**config.mk**
```make
export PLATFORM = sky130hd
export DESIGN_NAME = fetch_unit
export DESIGN_NICKNAME = d
export VERILOG_FILES = /design/src/rtl/fetch_unit_pkg.sv /design/src/rtl/fetch_buffer.sv /design/src/rtl/fetch_unit.sv
export SDC_FILE = /design/constraint.sdc
export NUM_CORES = 1
export LEC_CHECK = 0
export CORE_MARGIN = 2
export CORE_UTILIZATION = 39
export DETAILED_ROUTE_END_ITERATION = 8
export GPL_ROUTABILITY_DRIVEN = 1
export GPL_TIMING_DRIVEN = 0
export HOLD_SLACK_MARGIN = 0.06
export PLACE_DENSITY = 0.57
export SYNTH_ARGS = -nofsm -noshare
export SYNTH_HDL_FRONTEND = slang
export SYNTH_HIERARCHICAL = 1
export SYNTH_SLANG_ARGS = --single-unit
```
**constraint.sdc**
```tcl
create_clock -name clk -period 15.7 [get_ports clk]
set_input_delay 3.14 -clock clk [delete_from_list [all_inputs] [get_ports clk]]
set_output_delay 3.14 -clock clk [all_outputs]
set_load 0.03 [all_outputs]
```
**src/rtl/fetch_unit_pkg.sv**
```systemverilog
// Shared types and defaults for the instruction fetch unit.
// Fetch state encoding, reset PC default and PC arithmetic helper.
package fetch_unit_pkg;

  typedef enum logic [1:0] {
    BOOT  = 2'd0,
    RUN   = 2'd1,
    FLUSH = 2'd2
  } fetch_state_e;

  localparam logic [31:0] RESET_PC_DEFAULT = 32'h0000_0000;

  function automatic logic [31:0] next_word_pc(input logic [31:0] pc);
    return pc + 32'd4;
  endfunction

endpackage

```
**src/rtl/fetch_buffer.sv**
```systemverilog
// Synchronous {pc, inst} FIFO; pop is combinational on the head, push lands next cycle.
// No internal backpressure: callers must not push into a full buffer unless popping.
module fetch_buffer
  import fetch_unit_pkg::*;
#(
  parameter int DEPTH = 2,
  parameter int AW    = $clog2(DEPTH)
) (
  input  logic          clk,
  input  logic          reset,
  input  logic          clear_i,
  input  logic          push_i,
  input  logic [31:0]   push_pc_i,
  input  logic [31:0]   push_inst_i,
  input  logic          pop_i,
  output logic [31:0]   head_pc_o,
  output logic [31:0]   head_inst_o,
  output logic [AW:0]   occ_o,
  output logic          empty_o
);

  logic [31:0] pc_q   [DEPTH];
  logic [31:0] inst_q [DEPTH];
  logic [AW:0] rd_q, rd_d;
  logic [AW:0] wr_q, wr_d;
  logic        full;
  logic        push_ok;
  logic        pop_ok;

  assign occ_o       = wr_q - rd_q;
  assign empty_o     = (occ_o == '0);
  assign full        = (occ_o == (AW+1)'(DEPTH));
  assign head_pc_o   = pc_q[rd_q[AW-1:0]];
  assign head_inst_o = inst_q[rd_q[AW-1:0]];

  // A pop frees the head slot in the same cycle, so a full buffer may still take a push.
  assign push_ok = push_i && !clear_i && (!full || pop_i);
  assign pop_ok  = pop_i && !clear_i && !empty_o;

  always_comb begin
    rd_d = rd_q;
    wr_d = wr_q;
    if (clear_i) begin
      rd_d = '0;
      wr_d = '0;
    end else begin
      if (push_ok) wr_d = wr_q + 1'b1;
      if (pop_ok)  rd_d = rd_q + 1'b1;
    end
  end

  always_ff @(posedge clk) begin
    if (reset) begin
      rd_q <= '0;
      wr_q <= '0;
    end else begin
      rd_q <= rd_d;
      wr_q <= wr_d;
    end
  end

  always_ff @(posedge clk) begin
    if (push_ok) begin
      pc_q[wr_q[AW-1:0]]   <= push_pc_i;
      inst_q[wr_q[AW-1:0]] <= push_inst_i;
    end
  end

endmodule

```
**src/rtl/fetch_unit.sv**
```systemverilog
// Instruction fetch: credit-limited in-order imem requests, buffered delivery, redirect with drop.
// Latency 2 cycles + memory latency; stall holds the buffer, credits stop requests when it is full.
module fetch_unit
  import fetch_unit_pkg::*;
#(
  parameter logic [31:0] RESET_PC  = RESET_PC_DEFAULT,
  parameter int          BUF_DEPTH = 2
) (
  input  logic        clk,
  input  logic        reset,
  output logic        imem_req_v,
  input  logic        imem_req_ready,
  output logic [31:0] imem_req_addr,
  input  logic        imem_rsp_v,
  input  logic [31:0] imem_rsp_data,
  input  logic        stall,
  input  logic        redirect_v,
  input  logic [31:0] redirect_pc,
  output logic        inst_v_o,
  output logic [31:0] inst_o,
  output logic [31:0] pc_o
);

  localparam int AW = $clog2(BUF_DEPTH);
  // Back-to-back redirects can stack drops on top of live requests, so leave headroom.
  localparam int CW = AW + 6;

  fetch_state_e  state_q, state_d;
  logic [31:0]   fetch_pc_q, fetch_pc_d;
  logic [CW-1:0] out_q, out_d;
  logic [CW-1:0] drop_q, drop_d;

  logic [AW:0]   ibuf_occ;
  logic          ibuf_empty;
  logic [31:0]   pcq_head_pc;
  logic [31:0]   pcq_inst_unused;
  logic [AW:0]   pcq_occ_unused;
  logic          pcq_empty_unused;
  logic [1:0]    redirect_lsb_unused;

  logic [CW-1:0] live_cnt;
  logic          credit_ok;
  logic          req_fire;
  logic          rsp_keep;

  assign redirect_lsb_unused = redirect_pc[1:0];

  // Dropped responses hold no buffer slot, so they do not consume credit.
  assign live_cnt  = out_q - drop_q + CW'(ibuf_occ);
  assign credit_ok = (live_cnt < CW'(BUF_DEPTH));

  assign imem_req_v    = !reset && (state_q != BOOT) && !redirect_v && credit_ok;
  assign imem_req_addr = fetch_pc_q;
  assign req_fire      = imem_req_v && imem_req_ready;

  assign rsp_keep = imem_rsp_v && (drop_q == '0) && !redirect_v;

  assign inst_v_o = !reset && !ibuf_empty && !stall && !redirect_v;

  fetch_buffer #(.DEPTH(BUF_DEPTH)) u_ibuf (
    .clk         (clk),
    .reset       (reset),
    .clear_i     (redirect_v),
    .push_i      (rsp_keep),
    .push_pc_i   (pcq_head_pc),
    .push_inst_i (imem_rsp_data),
    .pop_i       (inst_v_o),
    .head_pc_o   (pc_o),
    .head_inst_o (inst_o),
    .occ_o       (ibuf_occ),
    .empty_o     (ibuf_empty)
  );

  // Holds PCs of live (non-dropped) requests only; a redirect wipes it as those become drops.
  fetch_buffer #(.DEPTH(BUF_DEPTH)) u_pcq (
    .clk         (clk),
    .reset       (reset),
    .clear_i     (redirect_v),
    .push_i      (req_fire),
    .push_pc_i   (fetch_pc_q),
    .push_inst_i ('0),
    .pop_i       (rsp_keep),
    .head_pc_o   (pcq_head_pc),
    .head_inst_o (pcq_inst_unused),
    .occ_o       (pcq_occ_unused),
    .empty_o     (pcq_empty_unused)
  );

  always_comb begin
    fetch_pc_d = fetch_pc_q;
    out_d      = out_q + CW'(req_fire) - CW'(imem_rsp_v);
    drop_d     = drop_q;
    state_d    = state_q;

    if (redirect_v) begin
      fetch_pc_d = {redirect_pc[31:2], 2'b00};
      drop_d     = out_q - CW'(imem_rsp_v);
    end else begin
      if (req_fire) fetch_pc_d = next_word_pc(fetch_pc_q);
      if (imem_rsp_v && (drop_q != '0)) drop_d = drop_q - 1'b1;
    end

    case (state_q)
      BOOT:    state_d = RUN;
      default: state_d = (drop_d != '0) ? FLUSH : RUN;
    endcase
  end

  always_ff @(posedge clk) begin
    if (reset) begin
      state_q    <= BOOT;
      fetch_pc_q <= RESET_PC;
      out_q      <= '0;
      drop_q     <= '0;
    end else begin
      state_q    <= state_d;
      fetch_pc_q <= fetch_pc_d;
      out_q      <= out_d;
      drop_q     <= drop_d;
    end
  end

  a_rsp_has_request: assert property (@(posedge clk) disable iff (reset)
    imem_rsp_v |-> (out_q != '0));

  a_no_buffer_overflow: assert property (@(posedge clk) disable iff (reset)
    rsp_keep |-> (ibuf_occ < (AW+1)'(BUF_DEPTH)) || inst_v_o);

endmodule

```
## Word level (Yosys, flattened, before mapping)

Memories as Yosys holds them, arrays and structs flattened. A register that Yosys moved wholly into a read port is not among the register bits.
Index checks and enable logic that the tools add are counted.

- Equal/unequal tests: 2
- $add $sub $neg: 13
- Order comparisons: 1
- Reductions and logical operators: 36
- Mux-type cells: 16

Operators with widths:

| kind | number |
|---|---|
| 32-bit 2-to-1 mux | 2 |
| 32-bit by 3-bit adder with 32-bit output, second input constant | 1 |
| 1-bit logical AND | 17 |
| 7-bit 2-to-1 mux | 2 |
| 7-bit nonzero test | 2 |
| 7-bit by 1-bit subtractor with 7-bit output | 2 |
| 1-bit 2-to-1 mux | 11 |
| 2-bit by 1-bit adder with 2-bit output, second input constant | 4 |
| 7-bit by 1-bit adder with 7-bit output | 1 |
| 7-bit by 2-bit adder with 7-bit output | 1 |
| 1-bit zero test | 7 |
| 7-bit zero test | 1 |
| 7-bit by 2-bit less-than comparator with 1-bit output, second input constant | 1 |
| 7-bit by 1-bit subtractor with 7-bit output, second input constant | 1 |
| 7-bit subtractor | 1 |
| 2-bit zero test | 3 |
| 2-bit equality test, second input constant | 2 |
| 2-bit nonzero test | 2 |
| 2-bit OR reduction | 2 |
| 2-bit subtractor | 2 |
| 1-bit logical OR | 2 |
| 2-bit 2-to-1 mux | 1 |

- Memories: 3
- Bits in writable memories: 192
- Flip-flop bits (word level): 56
- Input port bits: 70

Memories:

| memory | depth | bits a word | read ports | clocked after memory_dff | wr ports | RTL line | text |
|---|---|---|---|---|---|---|---|
| u_ibuf.inst_q | 2 | 32 | 1 | 1 | 1 | fetch_buffer.sv:23 | `logic [31:0] inst_q [DEPTH];` |
| u_ibuf.pc_q | 2 | 32 | 1 | 1 | 1 | fetch_buffer.sv:22 | `logic [31:0] pc_q [DEPTH];` |
| u_pcq.pc_q | 2 | 32 | 1 | 1 | 1 | fetch_buffer.sv:22 |  |

## Logic depth before layout (Yosys ltp)

Gate-level depths: netlist of run 1.

- Depth after elaboration: 10
- Mapped depth: 26
- Gate-level depth less buffers: 23

## Modules after synthesis

The synthesis of run 1 kept the hierarchy.

Modules (own cells, without submodules):

| module | sequential area each (µm²) | area an instance (µm²) | instances | cells each |
|---|---|---|---|---|
| fetch_buffer | 3,943.8 | 4,897.2 | 2 | 232 |
| fetch_unit | 920.9 | 3,255.6 | 1 | 411 |

## Least setup slack after synthesis of run 1

Ideal clock, no wire load.

- Kind: input -> register
- From: input port redirect_v
- To: register, netlist name u_pcq/inst_q[1][0]
- Stages on the path: 11
- Path slack: 7.653 ns
- Data arrival time: 7.565 ns
- Setup time: 0.482 ns
- Required time: 15.218 ns
- Cells stage by stage: buf_2 -> nor2_2 -> o21ai_0 -> a2111oi_2 -> o2111ai_1 -> or2_1 -> buf_2 -> inv_2 -> buf_2 -> nand2b_1 -> a211oi_2

RTL lines:

| element | RTL line | text |
|---|---|---|
| from (decl) | fetch_unit.sv:17 | `input logic redirect_v,` |

## Worst setup path after layout of run 1

- From: input port reset
- To: output port imem_req_v

- Cells in the longest elaborated chain, start to end: 4

Ends and longest elaborated chain:

| element | RTL line | text |
|---|---|---|
| from (decl) | fetch_unit.sv:10 | `input logic reset,` |
| 1-bit zero test | fetch_unit.sv:52 | `assign imem_req_v = !reset && (state_q != BOOT) && !redirect_v && credit_ok;` |
| 1-bit logical AND (3 in a row) | fetch_unit.sv:52 |  |
| to (decl) | fetch_unit.sv:11 | `output logic imem_req_v,` |

No other way between the ends.

==> impl_results.md, run 1 <==
* Outcome: finished clean
* Tot GR Track Use at approximately 17%
* CP max FO at 9
* DRC at 0
* Non-Filler Instances at 1,341
* Die width at 170 um
* Sw frac at 25.2%
* TritonCTS clock tree: done
* Hold EP: u_ibuf/wr_q[0]
* P_sw at 0.400 mW
* Core area at 27,000 um2
* Number of I/O pins at 168
* Clock share of power at 37.7%
* Final period utilization at 58.6%
* Multi-input logic area at 3600 um2
* Drt total wl at 25.4 mm
* Vias per cell at 5.20
* Pwr Total at 1.59 mW
* CTS Hold Buffers Added at 0
* Clk_lat worst skew at between 500 and 600 ps
* Buf+Inv Stages, Crit Path at 4
* CP endpoint kind: output port
* Synth warn at 6
* Reg-to-reg slack, setup at 9370 ps
* Num Clock Sinks at 248
* Post-route ant nets at 0
* Critical path's slowest cell: clkdlybuf4s50_1
* Slew margin rel. at between 30% and 40%
* Sequential Power Share at 47.0%
* Filler cell count at 2,378
* Placed Cells at 1,291
* Vias in the first global route at 6,990
* Sum Neg Setup Slack at 0 ps
* Hold Violations, Final at 0
* Synth Area per Inst at 13.9 um2
* Commonest non-fill, non-tap cell in the layout: edfxtp_1
* FF/Latch Area at a little under 7000 um2
* Largest net degree at the start of global routing at 45
* Combinational power share at 15.4%
* GR peak layer: met2
* Most frequent cells in the layout: edfxtp_1, clkdlybuf4s50_1, mux2_2
* Worst Hold Launch: u_ibuf/wr_q[0]
* Critical path arrival at slightly above 6000 ps
* Hold path depth at 2
* Gr ovfl total at 0
* Number of antenna violations at the first check in global routing at 0
* GR Layer Usage met2 at 30.2%
* Number of core rows at 60
* H-tree lvl count at 1
* HPWL Detailed at 17.8 mm
* Setup Viol. Count Final at 0
* Routability cong. at 0.830
* Pint at about 1.2 mW
* Share of cells above drive strength 1 at 18.0%
* DP Area at between 10,000 and 15,000 um2
* RSZ-0062 raised after global routing: false
* Placement Setup Slack at 6470 ps
* IR drop worst, VDD at 0.0848 mV
* CP dominant cell by count: clkdlybuf4s50_1
* Die area at 28,900 um2
* Final nets at between 1k and 1.5k
* CP delay by family, top: buffers and inverters
* DRT Pass-1 Iters at 5
* Fmax at 109 MHz
* HP Class: flop to flop
* RR Startpoint: u_ibuf/wr_q[1]
* Post CTS Setup Buffer Count at 0
* WS Path Type: input pin to output port
* First-pass GRT wire length at 38.8 mm
* Clk buf depth at 3
* WP data required at 12,560 ps
* Final Skew at 18.1 ps
* Via count at 6,972
* Max Cap Violations at 0
* IO buf count at 163
* Final instance area at 13,800 um2
* Largest stage delay on the critical path at 670 ps
* R2R depth at 25
* TritonCTS Buffers at 27
* Clock transition at path regs at 60 ps
* Root Buffer: clkbuf_16
* Worst r2r dst: out_q[6]
* Met1 GRT Util at 22.4%
* Initial Util at 39.8%
* Actual slew at the worst max-slew pin at 959 ps
* Crit-path cells: clkdlybuf4s50_1, clkbuf_1, nor2_2, o21ai_0, a2111oi_2, o2111ai_1, inv_1, clkdlybuf4s50_1
* Fin. max-slew vios at 0
* Mapped Cells at 775
* Met3 usage at 2.81%
* Initial DRC Count at 402
* Crit path time final at just over 9000 ps
* Critical Path Source Type: input pin
* Leakage power at 4.77 nW
* Area delta synth->final at 28.4%
* Mapped cell area at roughly 11,000 um2
* Final WS setup at 6500 ps
* Post-CTS sizing at 0
* Power Density at 115 nW/um2
* WL per Instance at 19.0 um
* Die height at 170 um
## worst min-delay path: stages, from the launching register on
cell and delay (ps):
dfxtp_1 310, nand2_1 50, mux2i_1 50
## power groups by stage
stage               Sequential [mW]  Combinational [mW]  Clock [mW]
CTS                           0.746               0.246       0.611
detailed placement            0.760               0.245           0
global route                  0.748               0.273       0.638
floorplan                     0.761               0.164           0
global placement              0.760               0.241           0
finish                        0.746               0.244       0.597
## worst max-delay path by stage
stage / start / endpoint / slack (ps) / depth (start not counted)
after floorplan: redirect_v / u_ibuf/inst_q[1][0] / 7930 / 6
after global placement: redirect_v / u_ibuf/wr_q[1] / 5350 / 8
after detailed placement: reset / imem_req_v / 6470 / 8
after CTS: reset / imem_req_v / 6450 / 8
after global routing: reset / imem_req_v / 6190 / 8
final: reset / imem_req_v / 6500 / 8
## flip-flops by register name (all words and copies together), names as in the netlist, named ones only
signal and flops:
state_q 2, u_ibuf/pc_q 64, u_ibuf/rd_q 2, u_pcq/rd_q 2, drop_q 7, u_ibuf/wr_q 2
imem_req_addr 30, u_pcq/wr_q 2, u_pcq/pc_q 64, u_ibuf/inst_q 64, out_q 7
## stage by stage
step                util [%]  hold slack, ps
detailed placement      47.9             457
finish                  51.0             458
CTS                     51.0             465
floorplan                  -             435
global placement        47.4             443
global route            51.0             479
## layout make-up
class | instances | share of cell area [%]
Antenna cell | 1 | 0.0181
Sequential cell | 248 | 49.9
Timing Repair Buffer | 170 | 12.7
Clock buffer | 33 | 5.06
Tap cell | 341 | 3.09
Multi-Input combinational cell | 462 | 26.1
Buffer | 33 | 1.11
Inverter | 37 | 1.01
Clock inverter | 16 | 0.971
## metal layers
layer  vias up  routed length, um
met1      3406              11300
li1       3349                  -
met2       183              12200
met3        34               1320
met5         -                  0
met4         0                586
(Power assumes the default switching activity.)
==> inputs of run 2 (changes only) <==
==> constraint.sdc (replaced) <==
create_clock -name clk -period 8.8 [get_ports clk]
set_input_delay 1.76 -clock clk [delete_from_list [all_inputs] [get_ports clk]]
set_output_delay 1.76 -clock clk [all_outputs]
set_load 0.03 [all_outputs]
==> results of run 2 <==
Same layout as run 1 (identical final DEF). Status: finished clean.
Among the figures that moved: setup slack after placement 6470 ps -> 1680 ps; setup slack after layout 6500 ps -> 2260 ps; end point of the critical path imem_req_v -> out_q[6]; register-to-register setup slack 9370 ps -> 2470 ps; total power 1.59 mW -> 2.83 mW; worst IR drop on VDD 0.0848 mV -> 0.151 mV
==> inputs of run 3 (changes only) <==
==> constraint.sdc (replaced) <==
create_clock -name clk -period 6.1 [get_ports clk]
set_input_delay 1.22 -clock clk [delete_from_list [all_inputs] [get_ports clk]]
set_output_delay 1.22 -clock clk [all_outputs]
set_load 0.03 [all_outputs]
==> impl_results.md, run 3 (synthesis results as in run 1) <==
* Outcome: finished clean
* Setup Viol. Count Final at 0
* Fmax at 177 MHz
* TritonCTS clock tree: done
* Power Density at between 200 and 300 nW/um2
* Placement Setup Slack at -477 ps
* TritonCTS Buffers at 27
* Vias per cell at between 5 and 6
* Largest net degree at the start of global routing at 45
* DRT Pass-1 Iters at 5
* Placed Cells at 1,291
* Min Hold Slack at ~460 ps
* Leakage power at 4.79 nW
* Area delta synth->final at 28.9%
* Root Buffer: clkbuf_16
* Non-Filler Instances at 1,343
* Most frequent cells in the layout: edfxtp_1, clkdlybuf4s50_1, mux2_2
* First-pass GRT wire length at approximately 39 mm
* Max Cap Violations at 0
* Fin. max-slew vios at 0
* Die width at 170 um
* Number of core rows at 60
* Final instance area at 13,900 um2
* WS Path Type: flop to flop
* Number of antenna violations at the first check in global routing at 0
* DP Area at ~13,000 um2
* Post-route ant nets at 0
* CP max FO at 16
* HPWL Detailed at about 18 mm
* Actual slew at the worst max-slew pin at 939 ps
* Die height at around 170 um
* HP Class: flop to flop
* Die area at 28,900 um2
* WL per Instance at about 19 um
* IR drop worst, VDD at 0.217 mV
* Final Skew at approximately 19 ps
* Share of cells above drive strength 1 at a little under a fifth
* Final period utilization at 92.9%
* DRC at 0
* Fin util at 51.3%
* Pwr Total at 4.10 mW
* Clk buf depth at 3
* CTS Hold Buffers Added at 0
* Routability cong. at ~0.83
* Vias in the first global route at between 6k and 7k
* IO buf count at 163
* Tot GR Track Use at roughly 17%
* H-tree lvl count at 1
* Sum Neg Setup Slack at 0 ps
* Number of I/O pins at around 170
* Via count at 6,993
* Drt total wl at about 25 mm
* CP endpoint kind: flop
* Crit path time final at 5660 ps
* Clk_lat worst skew at between 500 and 600 ps
* Num Clock Sinks at 248
* Critical path arrival at 6120 ps
* Slew margin rel. at 37.4%
* RSZ-0062 raised after global routing: false
* Hold Violations, Final at 0
* Initial DRC Count at 399
* WP data required at roughly 6600 ps
* Critical Path Source Type: flop
* Clock transition at path regs at roughly 60 ps
* Final nets at 1,082
* Initial Util at 39.8%
* Final WS setup at 435 ps
* Gr ovfl total at 0
* Commonest non-fill, non-tap cell in the layout: edfxtp_1
* Core area at between 20,000 and 30,000 um2
[run 3: cell types whose count changed in the layout (fill, tap and decap cells not counted), moves of 2 or more]
cell     delta
buf_2       -2
dfxtp_1     -2
buf_4       +5
dfxtp_2     +2
[run 3: layout make-up]
class	instances	area, um2
well taps	341	427
plain buffers	32	154
multi-input cells	462	3640
repair buffers	173	1770
flip-flops and latches	248	6890
fillers	2373	13200
clock inverters	16	134
clock buffers	33	698
inverters	37	139
diodes	1	2.50
[run 3: where the power goes]
| part | total (mW) | switching (mW) | internal (mW) |
|---|---|---|---|
| sequential | 1.92 | 0.0577 | 1.86 |
| clock | 1.54 | 0.640 | 0.896 |
| combinational | 0.648 | 0.347 | 0.301 |
| total | 4.10 | 1.05 | 3.06 |
[run 3: worst paths after layout]
path             startpoint             to  slack [ps]  depth (start not counted)
max          u_ibuf/wr_q[1]       out_q[6]         440                         24
min           u_pcq/wr_q[0]  u_pcq/wr_q[0]         460                          2
max reg2reg  u_ibuf/wr_q[1]       out_q[6]         440                         24
min reg2reg   u_pcq/wr_q[0]  u_pcq/wr_q[0]         460                          2
[run 3: what timing repair did]
action,in CTS,in global routing
pin swaps,1,2
buffers inserted,0,3
endpoints found under the setup margin,1,1
gates resized for setup,2,9
cloned,0,0
[run 3: layer usage]
layer / wire length [um] / track usage, %
met5: 0 / 0
met4: 582 / 4.94
met3: 1310 / 2.81
met2: 12300 / 30.2
met1: 11200 / 22.4
[run 3: critical path, stage by stage (launching register included)]
cell and delay [ps]:
dfxtp_2 410, xor2_4 180, xor2_1 160, inv_1 70, fa_1 490, inv_1 80
fa_2 410, a211o_1 340, a21o_1 190, a2111oi_4 350, o2111ai_2 200, or2_1 250
buf_4 200, buf_4 210, ha_1 280, inv_1 40, ha_1 190, fa_1 390
nor2b_1 160, o21ai_0 140, nor2b_2 180, or2_2 120, a21oi_1 70, or3_1 340
a21oi_1 140
